[config.mk]
export PLATFORM = sky130hd
export DESIGN_NAME = systolic_array_sequencer_flat
export DESIGN_NICKNAME = d
export VERILOG_FILES = /design/src/rtl/systolic_array_sequencer_if.sv /design/src/rtl/systolic_array_sequencer.sv /design/src/flat_wrapper.sv
export SDC_FILE = /design/constraint.sdc
export NUM_CORES = 1
export LEC_CHECK = 0
export CAP_MARGIN = 40
export CORE_MARGIN = 2
export CORE_UTILIZATION = 58
export DETAILED_ROUTE_END_ITERATION = 12
export PLACE_DENSITY = 0.81
export SYNTH_ARGS = -nofsm -noshare
export SYNTH_HDL_FRONTEND = slang
export SYNTH_SLANG_ARGS = --single-unit
[constraint.sdc]
create_clock -name clk -period 5 [get_ports clk]
set_clock_uncertainty 0.05 [all_clocks]
set_input_delay 0.75 -clock clk [delete_from_list [all_inputs] [get_ports clk]]
set_output_delay 0.75 -clock clk [all_outputs]
set_load 0.01 [all_outputs]
[src/rtl/systolic_array_sequencer_if.sv]
// Host command / array datapath / result drain signal bundle for systolic_array_sequencer.
// master = sequencer side, slave = host + datapath side.
interface systolic_array_sequencer_if #(
  parameter int N       = 4,
  parameter int K_WIDTH = 8
);
  logic                   start;
  logic [K_WIDTH-1:0]     kLen;
  logic                   busy;
  logic                   clearAcc;
  logic                   feedValid;
  logic [K_WIDTH-1:0]     feedK;
  logic [N-1:0]           rowEn;
  logic [N-1:0]           colEn;
  logic                   resultValid;
  logic [$clog2(N)-1:0]   resultRow;
  logic                   resultReady;
  logic                   done;

  modport master (
    input  start, kLen, resultReady,
    output busy, clearAcc, feedValid, feedK, rowEn, colEn, resultValid, resultRow, done
  );

  modport slave (
    output start, kLen, resultReady,
    input  busy, clearAcc, feedValid, feedK, rowEn, colEn, resultValid, resultRow, done
  );
endinterface

[src/rtl/systolic_array_sequencer.sv]
// Control FSM for one NxN systolic matrix-multiply pass: clear, skewed compute wavefront, row drain.
// Optional SEQ_PERF_CNT_EN adds saturating busy/stall cycle counters.
module systolic_array_sequencer #(
  parameter int N         = 4,
  parameter int K_WIDTH   = 8,
  parameter int CNT_WIDTH = 10
) (
  input  logic                         clk,
  input  logic                         rstN,
  systolic_array_sequencer_if.master   bus
`ifdef SEQ_PERF_CNT_EN
  ,
  output logic [31:0]                  perfBusyCycles,
  output logic [31:0]                  perfStallCycles
`endif
);
  localparam int RW = $clog2(N);

  localparam logic [2:0] IDLE    = 3'd0;
  localparam logic [2:0] CLEAR   = 3'd1;
  localparam logic [2:0] COMPUTE = 3'd2;
  localparam logic [2:0] DRAIN   = 3'd3;
  localparam logic [2:0] DONE    = 3'd4;

  logic [2:0]           state_q, state_d;
  logic [CNT_WIDTH-1:0] c_q, c_d;
  logic [RW-1:0]        r_q, r_d;
  logic [K_WIDTH-1:0]   k_q, k_d;

  logic                 busy_q, busy_d;
  logic                 clear_acc_q, clear_acc_d;
  logic                 feed_valid_q, feed_valid_d;
  logic [K_WIDTH-1:0]   feed_k_q, feed_k_d;
  logic [N-1:0]         en_q, en_d;
  logic                 result_valid_q, result_valid_d;
  logic [RW-1:0]        result_row_q, result_row_d;
  logic                 done_q, done_d;

  logic [CNT_WIDTH-1:0] k_ext;
  logic [CNT_WIDTH-1:0] last_c;

  assign k_ext  = CNT_WIDTH'(k_q);
  assign last_c = k_ext + CNT_WIDTH'(2 * N - 3);

  always_comb begin
    state_d = state_q;
    c_d     = c_q;
    r_d     = r_q;
    k_d     = k_q;
    case (state_q)
      IDLE: begin
        if (bus.start) begin
          k_d     = bus.kLen;
          state_d = CLEAR;
        end
      end
      CLEAR: begin
        c_d     = '0;
        r_d     = '0;
        state_d = (k_q == '0) ? DRAIN : COMPUTE;
      end
      COMPUTE: begin
        if (c_q == last_c) begin
          c_d     = '0;
          r_d     = '0;
          state_d = DRAIN;
        end else begin
          c_d = c_q + CNT_WIDTH'(1);
        end
      end
      DRAIN: begin
        if (bus.resultReady) begin
          if (r_q == RW'(N - 1)) state_d = DONE;
          else                   r_d     = r_q + RW'(1);
        end
      end
      DONE:    state_d = IDLE;
      default: state_d = IDLE;
    endcase
  end

  // Outputs are decoded from the next state/counter so the registered copies line up with c_q.
  always_comb begin
    busy_d         = (state_d != IDLE);
    clear_acc_d    = (state_d == CLEAR);
    result_valid_d = (state_d == DRAIN);
    result_row_d   = (state_d == DRAIN) ? r_d : '0;
    done_d         = (state_d == DONE);
    feed_valid_d   = (state_d == COMPUTE) && (c_d < k_ext);
    feed_k_d       = feed_valid_d ? c_d[K_WIDTH-1:0] : '0;
    en_d           = '0;
    for (int unsigned i = 0; i < N; i++) begin
      en_d[i] = (state_d == COMPUTE) && (c_d >= CNT_WIDTH'(i)) && (c_d < CNT_WIDTH'(i) + k_ext);
    end
  end

  always_ff @(posedge clk or negedge rstN) begin
    if (!rstN) begin
      state_q        <= IDLE;
      c_q            <= '0;
      r_q            <= '0;
      k_q            <= '0;
      busy_q         <= 1'b0;
      clear_acc_q    <= 1'b0;
      feed_valid_q   <= 1'b0;
      feed_k_q       <= '0;
      en_q           <= '0;
      result_valid_q <= 1'b0;
      result_row_q   <= '0;
      done_q         <= 1'b0;
    end else begin
      state_q        <= state_d;
      c_q            <= c_d;
      r_q            <= r_d;
      k_q            <= k_d;
      busy_q         <= busy_d;
      clear_acc_q    <= clear_acc_d;
      feed_valid_q   <= feed_valid_d;
      feed_k_q       <= feed_k_d;
      en_q           <= en_d;
      result_valid_q <= result_valid_d;
      result_row_q   <= result_row_d;
      done_q         <= done_d;
    end
  end

  assign bus.busy        = busy_q;
  assign bus.clearAcc    = clear_acc_q;
  assign bus.feedValid   = feed_valid_q;
  assign bus.feedK       = feed_k_q;
  assign bus.rowEn       = en_q;
  assign bus.colEn       = en_q;
  assign bus.resultValid = result_valid_q;
  assign bus.resultRow   = result_row_q;
  assign bus.done        = done_q;

`ifdef SEQ_PERF_CNT_EN
  logic [31:0] perf_busy_q, perf_busy_d;
  logic [31:0] perf_stall_q, perf_stall_d;

  always_comb begin
    perf_busy_d  = perf_busy_q;
    perf_stall_d = perf_stall_q;
    if (busy_q && (perf_busy_q != '1))
      perf_busy_d = perf_busy_q + 32'd1;
    if ((state_q == DRAIN) && !bus.resultReady && (perf_stall_q != '1))
      perf_stall_d = perf_stall_q + 32'd1;
  end

  always_ff @(posedge clk or negedge rstN) begin
    if (!rstN) begin
      perf_busy_q  <= '0;
      perf_stall_q <= '0;
    end else begin
      perf_busy_q  <= perf_busy_d;
      perf_stall_q <= perf_stall_d;
    end
  end

  assign perfBusyCycles  = perf_busy_q;
  assign perfStallCycles = perf_stall_q;
`endif
endmodule

[src/flat_wrapper.sv]
// flat-port wrapper written by rule: the top's interface ports become plain ports
module systolic_array_sequencer_flat 
#(
  parameter int N         = 4,
  parameter int K_WIDTH   = 8,
  parameter int CNT_WIDTH = 10
)
  (clk, rstN, bus_start, bus_kLen, bus_resultReady, bus_busy, bus_clearAcc, bus_feedValid, bus_feedK, bus_rowEn, bus_colEn, bus_resultValid, bus_resultRow, bus_done);
  systolic_array_sequencer_if #(.N(N), .K_WIDTH(K_WIDTH)) bus_i ();
  input  logic clk;
  input  logic rstN;
  input wire logic [$bits(bus_i.start)-1:0] bus_start;
  input wire logic [$bits(bus_i.kLen)-1:0] bus_kLen;
  input wire logic [$bits(bus_i.resultReady)-1:0] bus_resultReady;
  output wire logic [$bits(bus_i.busy)-1:0] bus_busy;
  output wire logic [$bits(bus_i.clearAcc)-1:0] bus_clearAcc;
  output wire logic [$bits(bus_i.feedValid)-1:0] bus_feedValid;
  output wire logic [$bits(bus_i.feedK)-1:0] bus_feedK;
  output wire logic [$bits(bus_i.rowEn)-1:0] bus_rowEn;
  output wire logic [$bits(bus_i.colEn)-1:0] bus_colEn;
  output wire logic [$bits(bus_i.resultValid)-1:0] bus_resultValid;
  output wire logic [$bits(bus_i.resultRow)-1:0] bus_resultRow;
  output wire logic [$bits(bus_i.done)-1:0] bus_done;
  assign bus_i.start = bus_start;
  assign bus_i.kLen = bus_kLen;
  assign bus_i.resultReady = bus_resultReady;
  assign bus_busy = bus_i.busy;
  assign bus_clearAcc = bus_i.clearAcc;
  assign bus_feedValid = bus_i.feedValid;
  assign bus_feedK = bus_i.feedK;
  assign bus_rowEn = bus_i.rowEn;
  assign bus_colEn = bus_i.colEn;
  assign bus_resultValid = bus_i.resultValid;
  assign bus_resultRow = bus_i.resultRow;
  assign bus_done = bus_i.done;
  systolic_array_sequencer #(.N(N), .K_WIDTH(K_WIDTH), .CNT_WIDTH(CNT_WIDTH)) u_core (.clk(clk), .rstN(rstN), .bus(bus_i));
endmodule
---- Word-level counts from Yosys, hierarchy flattened ----
Cells that the tools add are included.
storage, ports and cells
  logic and storage cells ................. 62
  flip-flop bits (word level) ............. 42
cells by class
  add/subtract/negate cells ............... 6
  equal/unequal tests ..................... 9
  multiplexer cells ....................... 14
  magnitude comparators ................... 8
  reductions and logical operators ........ 13
operators by type and width
  cell                     count
  $lt A10 B10 Y1           3
  $ge A10 B1 Y1 const B    2
  $ge A10 B2 Y1 const B    2
  $pmux W10 S2             1
  $add A2 B8 Y9 const A    2
  $eq A3 B2 Y1 const B     4
  $mux W3                  4
  $pmux W3 S4              1
  $add A10 B1 Y10 const B  1
  $eq A10 B10 Y1           1
  $lt A10 B8 Y1            1
  $mux W10                 1
  $add A1 B8 Y9 const A    1
  $add A8 B3 Y9 const B    1
  $logic_and A1 B1 Y1      9
  $logic_not A8 Y1         1
  $mux W2                  4
  $mux W8                  1
  $eq A3 B1 Y1 const B     2
  $pmux W2 S3              1
  $eq A3 B3 Y1 const B     1
  $logic_not A3 Y1         1
  $reduce_bool A3 Y1       1
  $add A2 B1 Y2 const B    1
  other kinds (3)          3

---- Depth between registers and ports, before layout ----
Gate-level depths: netlist of the first run.
  depth in word-level cells ............... 7
  mapped depth ............................ 17
  gate-level depth less buffers ........... 16

---- Worst setup path before layout of the first run ----
No wires, ideal clock.
  path type ............................... flip-flop to flip-flop
  from .................................... reg u_core.k_q[0]
  to ...................................... reg u_core.feed_k_q[4], in the netlist u_core.bus.feedK[4]
  required time ........................... 4.854 ns
  data arrival time ....................... 3.992 ns
  period minus slack after synthesis ...... 4.137 ns
  slack ................................... 0.863 ns
  setup time .............................. 0.096 ns
  path buffers ............................ 1
  stages on the path, launching flop included .. 18
  cell sequence ........................... dfrtp_1 -> buf_4 -> inv_1 -> ha_1 -> xor2_1 -> nor3_1 -> nand3_1 -> or3_4 -> o21ai_1 -> o22ai_1 -> ha_1 -> a21o_1 -> a21o_1 -> a21o_1 -> a21o_1 -> a2111oi_4 -> nand4_4 -> nor4_2
between the ends
  cells in the longest elaborated chain, start to end .. 7
  elaborated cells between the ends (all ways) .. 12
RTL lines
  element                 line                             text
  start, declared         systolic_array_sequencer.sv:28   logic [K_WIDTH-1:0] k_q, k_d;
  start signal, assigned  systolic_array_sequencer.sv:115  k_q <= k_d;
  $add A8 B3 Y9           systolic_array_sequencer.sv:43   assign last_c = k_ext + CNT_WIDTH'(2 * N - 3);
  $eq A10 B10 Y1          systolic_array_sequencer.sv:63   if (c_q == last_c) begin
  $mux W10                systolic_array_sequencer.sv:63
  $pmux W10 S2            systolic_array_sequencer.sv:50   case (state_q)
  via u_core.c_d[3]       systolic_array_sequencer.sv:26   logic [CNT_WIDTH-1:0] c_q, c_d;
  $lt A10 B8 Y1           systolic_array_sequencer.sv:89   feed_valid_d = (state_d == COMPUTE) && (c_d < k_ext);
  $logic_and A1 B1 Y1     systolic_array_sequencer.sv:89
  $mux W8                 systolic_array_sequencer.sv:90   feed_k_d = feed_valid_d ? c_d[K_WIDTH-1:0] : '0;
  via u_core.feed_k_d[4]  systolic_array_sequencer.sv:33   logic [K_WIDTH-1:0] feed_k_q, feed_k_d;
  end signal, assigned    systolic_array_sequencer.sv:119  feed_k_q <= feed_k_d;
  end, declared           systolic_array_sequencer.sv:33
The timed path passes the listed nets, and every way through them passes these cells.
A chain may end at the register's enable or synchronous reset.

---- Worst setup path in the final report of the first run ----
  from .................................... reg u_core.k_q[0]
  to ...................................... reg u_core.feed_k_q[4], in the netlist u_core.bus.feedK[4]
between the ends
  cells in the longest elaborated chain, start to end .. 7
  elaborated cells between the ends (all ways) .. 12
RTL lines
  element                 line
  $add A8 B3 Y9 *         systolic_array_sequencer.sv:43
  $eq A10 B10 Y1 *        systolic_array_sequencer.sv:63
  $mux W10 *              systolic_array_sequencer.sv:63
  $pmux W10 S2 *          systolic_array_sequencer.sv:50
  via u_core.c_d[4]       systolic_array_sequencer.sv:26
  $lt A10 B8 Y1           systolic_array_sequencer.sv:89
  $logic_and A1 B1 Y1     systolic_array_sequencer.sv:89
  $mux W8 *               systolic_array_sequencer.sv:90
  via u_core.feed_k_d[4]  systolic_array_sequencer.sv:33
Mark *: on every way through the listed nets, which the timed path passes. The rest lies on a longest branch.

==> results of run 1 <==
cell type report:
type                       instances  area, sq um  area share [%]
multi-input combinational        294         2150            55.9
clock inverter                     3         25.0           0.649
clock buffer                       5         68.8            1.79
tap                               72         90.1            2.34
sequential                        41         1030            26.6
timing repair buffer              44          423            11.0
inverter                          18         67.6            1.75
power groups by stage:
stage	sequential (mW)	clock [mW]	combinational [mW]
4_1_cts	0.643	0.233	1.85
6_report	0.651	0.228	1.88
3_5_place_dp	0.649	0	1.83
2_1_floorplan	0.534	0	1.41
3_3_place_gp	0.646	0	1.79
5_1_grt	0.665	0.250	2.08
worst max-delay path: cells and delay by family (launching register included):
| kind | cells | cell delay (ns) |
|---|---|---|
| AOI/OAI and AO/OA | 6 | 1.51 |
| and+or+nand+nor | 6 | 1.37 |
| xor gates and xnor gates | 1 | 0.15 |
| adders and majority gates | 2 | 0.67 |
| DFF | 1 | 0.58 |
| buffers and inverters | 1 | 0.16 |
flip-flops by register name, indices dropped and copies added, names as in the netlist, 2 cells and up:
signal,count
u_core.state_q,3
u_core.bus.feedK,8
u_core.bus.colEn,4
u_core.r_q,2
u_core.c_q,10
u_core.bus.resultRow,2
u_core.k_q,8
cell usage in the layout, fill, tap and decap left out, drive strengths merged, types with 17 or more instances in the layout:
cell           instances
ha                    38
inv                   19
nand2                 32
nand3                 17
dfrtp                 41
o21ai                 22
clkdlybuf4s50         33
nor2                  35
a21oi                 19
xnor2                 25
worst paths after layout:
path                          startpoint                   to  depth (start not counted)
min reg2reg                u_core.k_q[2]        u_core.k_q[2]                          2
max                        u_core.k_q[0]  u_core.bus.feedK[4]                         16
max reg2reg                u_core.k_q[0]  u_core.bus.feedK[4]                         16
min in group clk           u_core.k_q[2]        u_core.k_q[2]                          2
min                                 rstN        u_core.c_q[0]                          1
max in group asynchronous           rstN        u_core.c_q[9]                          2
routing by layer:
| layer | routed length (microns) | GRT usage (%) |
|---|---|---|
| met1 | 3980 | 43.1 |
| met2 | 4000 | 46.5 |
| met3 | 736 | 5.06 |
| met4 | 242 | 8.47 |
| met5 | 0 | 0 |
logic make-up after synthesis:
family	after synthesis
AND/OR/NAND/NOR	142
AO/OA/AOI/OAI	86
XOR/XNOR	28
flip-flops	41
adder cells (fa/ha/maj)	38
buffers and inverters	42
stage by stage:
| step | hold slack, ns | total power, mW | std cells |
|---|---|---|---|
| after floorplan | 0.404 | 1.95 | 377 |
| after global placement | 0.531 | 2.44 | 468 |
| after detailed placement | 0.546 | 2.48 | 469 |
| after CTS | 0.306 | 2.73 | 477 |
| after global routing | 0.324 | 3.00 | 477 |
| final | 0.304 | 2.76 | 477 |
==> impl.org, run 1 <==
** Global route
- Vias in the first global route :: 2839
- Global-route wire length before repair :: 14600 microns
- Number of antenna violations at the first check in global routing :: 0
- Entering global routing, the biggest net connects 27 pins.
- After global routing the overflow that remains totals 0.
- For this run, the total global-route usage over all layers was measured as 30.0%.

** Power and ir drop
- Share of power burned in registers :: 23.6%
- For this design the ratio of total power to cell area is 715 nW/um^2.
- Of the total power, the share spent switching nets is 50.2%.
- Summed over all nets, the switching power comes to 1.38 mW.
- The internal power of the cells totals 1.37 mW.
- Combinational share of power :: 68.1%
- For this design the static power due to leakage is 1.72 nW.
- Share of total power in the clock network :: 8.3%
- IR analysis of the VDD net gives a maximum drop of 0.413 mV.

** Logic synthesis
- Number of enable-type register cells in the synthesized netlist :: 0
- Netlist area before placement :: 3390 sq um
- Counting instances in the post-synthesis netlist gives the leading cell types as dfrtp_1, ha_1, nor2_1.
- Counting distinct cell types in the post-synthesis netlist gives 64.
- Dividing the synthesized area by the synthesized cell count gives around 9 sq um.
- Measured against the total synthesized area, the mux share comes to 0%.
- Share of synthesized registers carrying an async set or reset :: 100%
- Simple-gate area share of the yosys netlist :: around 22%
- Synthesis produced 377 cells.
- FF+latch count, synth :: 41
- Sequential cells were found to cover a little under a third of the synthesized design area.
- After Yosys synthesis, XOR and XNOR cells account for 7.45% of the synthesized area.
- Synthesized-area fraction occupied by adder cells :: around 14%
- Share of the synthesized area in the top cell type :: 30.3%
- Synth area leader :: dfrtp_1
- Synth Flop Type :: dfrtp_1
- Post-Synthesis Net Count :: between 400 and 500
- Among all cell types in the netlist, the one instantiated most often is dfrtp_1.
- By area, the combinational part of the netlist is dominated by simple AND/OR/NAND/NOR gates.
- The synthesized netlist devotes 19.7% of its cell area to compound gates.
- In the post-synthesis netlist, the biggest area contributors are dfrtp_1, ha_1, xnor2_1, nor2_1, nand2_1.
- Warnings from Yosys :: 0

** Floorplan
- Once the floorplan was initialized, standard cells occupied roughly three fifths of the core.
- 35 I/O pins were placed.
- DIE HEIGHT :: 80.5 microns
- The floorplan has 27 rows.
- Area of the core :: between 5000 and 6000 sq um
- The floorplan step defined a die boundary enclosing about 6500 sq um.
- Die boundary width :: between 80 and 90 microns

** CTS
- Post-CTS Resized :: 0
- Clock-pin slew was measured on the worst setup and hold paths at 0.09 ns.
- TritonCTS built the clock tree.
- Clock tree synthesis inserted a total of 5 buffers.
- Number of sinks on the clock net :: 41
- Hold buffer count at cts :: 0
- In this run the number of H-tree levels came out at 2.
- Clock latency reported for the late side of the worst-skew pair :: around 0.30 ns
- CTS placed an instance of clkbuf_8 at the clock tree root.
- Number of buffers inserted to repair setup after CTS :: 0
- The clock passes through at most 2 buffers.

** Detailed routing
- Count of routing violations after the opening detailed-route iteration :: ~340
- Overall via count from detail_route :: 3024
- The pre-antenna-repair detailed-routing pass consisted of 5 iterations.
- Post-route ant nets :: 0
- Using the TritonRoute via totals, the vias-per-cell ratio works out to 6.34.
- After detailed routing, the average wire length per cell comes to 18.8 microns.
- Routed wire length :: roughly 9000 microns
- Residual DRC count :: 0

** Final layout
- Fraction of final layout cells with drive strength greater than 1 :: 9.88%
- The finished cells cover between 3000 and 4000 sq um.
- Post-layout net count :: 454
- For this run, the share of the core covered by cells in the final layout is 69.2%.
- Diodes inserted :: 0
- Layout Area Growth over Synthesis :: 13.7%
- After filler insertion, the fill cell instance count of the layout stands at 472.

** Timing
- Final setup violation count :: 0
- The clock period could shrink to approximately 4.6 ns.
- Fraction of the cycle the final worst path needs :: about nine tenths
- Unrepaired setup endpoints after global routing :: false
- Post-route setup TNS :: 0 ns
- Setup slack on the critical path of the routed design comes to between 0.4 and 0.5 ns.
- For the pin with the worst max-slew slack, the measured transition is 0.618 ns.
- Worst slew slack as a fraction of its limit :: 58.4%
- Max Clk Rate :: approximately 220 MHz
- The number of pins with negative max-slew slack in the final report was 0.
- The count of endpoints failing hold in the final timing report was 0.

** Critical path
- The setup check on the worst reg-to-reg path leaves a slack of 0.41 ns.
- Counting stages on the worst path, the most repeated cell is a21o_1.
- Capturing element type of the critical path :: flip-flop
- Sort of element at the start of the critical path :: flip-flop
- Required time of the worst setup path :: 5.16 ns
- For the worst setup path, the data arrival time is 4.75 ns.
- Slowest library cell on the worst path :: dfrtp_1
- The worst setup path is of the flip-flop to flip-flop kind.
- Crit path cell chain :: inv_1, ha_1, xor2_1, nor3_1, nand3_1, nor3_1, a21oi_1, a21oi_1, nor2_1, ha_1, a21o_1, a21o_1, a21o_1, a2111oi_4, nand4_4, nor4_2
- CP max FO :: 9
- For this run, the slowest stage of the critical path takes 0.58 ns.

** Place
- The congestion estimate from routability-driven global placement came to 1.03.
- Port buffer count :: 34
- At the placement stage, the worst setup path has a slack of 0.486 ns.
- Detailed Place HPWL :: approximately 6800 microns
- Once placement finished, the instance area stood at 3760 sq um.

** Run
- Number of violations of the max-capacitance limit :: 0

** Outcome
- The run finished with clean final reports.

** Worst hold path
- Path category of the worst min-delay check :: input port to async pin
Note: power is estimated with default switching activity, not from simulation.
==> run 2: changes to the inputs <==
- CORE_UTILIZATION: 58 -> 60
- PLACE_DENSITY: 0.81 -> 0.84
- clock period: 5 -> 5.8 ns (I/O delays scaled with it)
==> impl.org, run 2 (synthesis results as in run 1) <==
** Detailed routing
- In the routed design, unresolved DRC markers number 0.
- The routed layout has 2918 vias.
- The detail route stage leaves a number of antenna-violating nets equal to 0.
- Number of vias per cell after detailed routing :: just over 6
- Count of routing violations after the opening detailed-route iteration :: 210
- Routed wire length :: 9030 microns
- Routed len/inst :: a little under 20 microns
- Initial DRT Pass Iterations :: 4

** Place
- Global placer's final weighted congestion :: a little under 1
- Detailed Place HPWL :: 7040 microns
- The count of buffers added on input and output ports is 34.
- Post-placement worst setup slack :: 0.991 ns
- Instance area at placement :: 3710 sq um

** Timing
- Setup violations remaining at the end of the flow were counted as 0.
- The worst path in the final design needs a cycle of 4.83 ns, including I/O delays and setup.
- Fraction of the cycle the final worst path needs :: 83.3%
- The number of pins with negative max-slew slack in the final report is 0.
- Slew of the pin with the lowest slew margin :: 0.781 ns
- The count of endpoints failing hold in the final timing report was 0.
- Headroom to the max-slew limit came out at 47.7%.
- Unrepaired setup endpoints after global routing :: false
- Post-route setup slack :: about 0.97 ns
- Static timing analysis puts the maximum clock frequency at 207 MHz.
- Post-route setup TNS :: 0 ns

** Critical path
- Of all nets on the critical path, the largest fanout is 9.
- Required time of the worst setup path :: 5.95 ns
- The worst register-to-register path begins at u_core.k_q[0].
- Setup Crit Path Kind :: flip-flop to flip-flop
- Arrival time at the worst endpoint :: between 4 and 5 ns
- Setup slack on the worst reg-to-reg path comes out at 0.97 ns.
- Sort of element at the start of the critical path :: flip-flop
- In this run the critical register-to-register path is captured at u_core.bus.feedK[4].
- Capturing element type of the critical path :: flip-flop
- Counting cells, the worst reg-to-reg path comes to 16.

** CTS
- Clock tree from TritonCTS :: built
- Clock buffer depth :: 2
- Hold buffer count at cts :: 0
- At the later pin of the worst-skew pair, clock insertion delay measures 0.29 ns.
- CTS clk-pin slew, worst paths :: 0.09 ns
- Clock tree synthesis inserted a total of 5 buffers.
- After clock tree synthesis, the setup repair step added 0 buffers.
- Post-CTS Resized :: 0
- Number of sinks on the clock net :: 41
- CTS H-tree depth :: 2
- Clock tree synthesis selected as its root buffer the cell clkbuf_8.

** Final layout
- Post-layout net count :: 447
- Leaving out fill and tap cells, the most frequent cell in the layout is dfrtp_1.
- From synthesis to final layout, the design area changed by 12.2%.
- Diodes inserted :: 0
- In the layout the commonest cells are dfrtp_1, ha_1, nor2_1, clkdlybuf4s50_1, nand2_1.
- The register with the most flip-flops in the layout has 10 of them.
- Of the cells placed in the final design, the portion with a size suffix greater than 1 is 8.29%.
- Register containing the most flip-flops in the final layout :: u_core.c_q
- Cell area after layout :: 3800 sq um

** Floorplan
- Top-level I/O count :: 35
- DIE HEIGHT :: approximately 80 microns
- Die Outline Area :: 6270 sq um
- The core region is 5470 sq um.
- The initialized floorplan defines 27 standard-cell rows.
- From left edge to right edge, the die measures 79.2 microns.
- The initial utilization of the core area, before any placement, comes to 62.0%.

** Global route
- The first global-routing pass estimated 15000 microns of wire.
- In the global route stage, overall resource usage came out at 31.4%.
- Summed over all layers, the global routing overflow is 0.
- Number of antenna violations at the first check in global routing :: 0
- The number of global-route vias before repair is 2844.
- Entering global routing, the biggest net connects 29 pins.

** Power and ir drop
- Static leakage power :: around 1.7 nW
- For this design the ratio of total power to cell area is 612 nW/um^2.
- IR analysis of the VDD net gives a maximum drop of 0.341 mV.

** Outcome
- Result of the run :: complete, no violations

** Run
- Number of violations of the max-capacitance limit :: 0

** Worst hold path
- The tightest min-delay check is of the input port to async pin type.
-- run 2: cell count changes in the layout (fill, tap and decap cells not counted), sizes merged --
cell / before / now
buf: 11 / 4
clkinv: 1 / 0
clkinvlp: 1 / 0
inv: 19 / 21
-- run 2: report_power, final --
part	leakage (nW)	switching, mW	internal (mW)
clock	0.0495	0.114	0.0895
combinational	1.12	0.870	0.666
sequential	0.522	0.202	0.386
total	1.69	1.19	1.14
-- run 2: layout make-up --
type | instances | area, sq um
clock inverters | 3 | 26.3
inverters | 18 | 67.6
flip-flops and latches | 41 | 1030
well taps | 72 | 90.1
multi-input cells | 294 | 2150
fillers | 452 | 1670
repair buffers | 37 | 370
clock buffers | 5 | 68.8
-- run 2: per-layer routing --
metal  part of all wire (%)  GRT usage (%)  routed length (microns)  vias to the layer above
li1                       -              -                        -                     1384
met1                     45           43.7                     4020                     1375
met2                     45           50.6                     4080                      142
met3                    8.0           6.48                      720                       17
met4                    2.3           7.07                      204                        0
met5                      0              0                        0                        -
-- run 2: through the flow --
stage               hold slack [ns]  utilization (%)  instances  total power [mW]
floorplan                     0.474                -        377              1.68
global placement              0.548             67.4        461              2.06
detailed placement            0.543             67.8        462              2.10
CTS                           0.408             69.5        470              2.31
global route                  0.421             69.5        470              2.54
finish                        0.410             69.5        470              2.33
-- run 2: critical path: stages, from the launching register on --
cell and delay [ns]:
dfrtp_1 0.59, inv_1 0.16, ha_1 0.37, xor2_1 0.16, nor3_1 0.17, nand3_1 0.11, or3_4 0.41, o21ai_1 0.33
o22ai_1 0.33, ha_1 0.39, a21o_1 0.18, a21o_1 0.16, a21o_1 0.17, a21o_1 0.20, a2111oi_4 0.41, nand4_4 0.21
nor4_2 0.31
-- run 2: how the worst max path moves through the flow --
| stage | slack (ns) | startpoint | end | cells past startpoint |
|---|---|---|---|---|
| after detailed placement | 0.99 | u_core.k_q[0] | u_core.bus.feedK[4] | 16 |
| final | 0.97 | u_core.k_q[0] | u_core.bus.feedK[4] | 16 |
| after floorplan | 1.66 | u_core.k_q[0] | u_core.bus.feedK[4] | 17 |
| after global placement | 1.10 | u_core.k_q[0] | u_core.bus.feedK[4] | 15 |
| after CTS | 0.98 | u_core.k_q[0] | u_core.bus.feedK[4] | 16 |
| after global routing | 0.65 | u_core.k_q[0] | u_core.bus.feedK[2] | 16 |
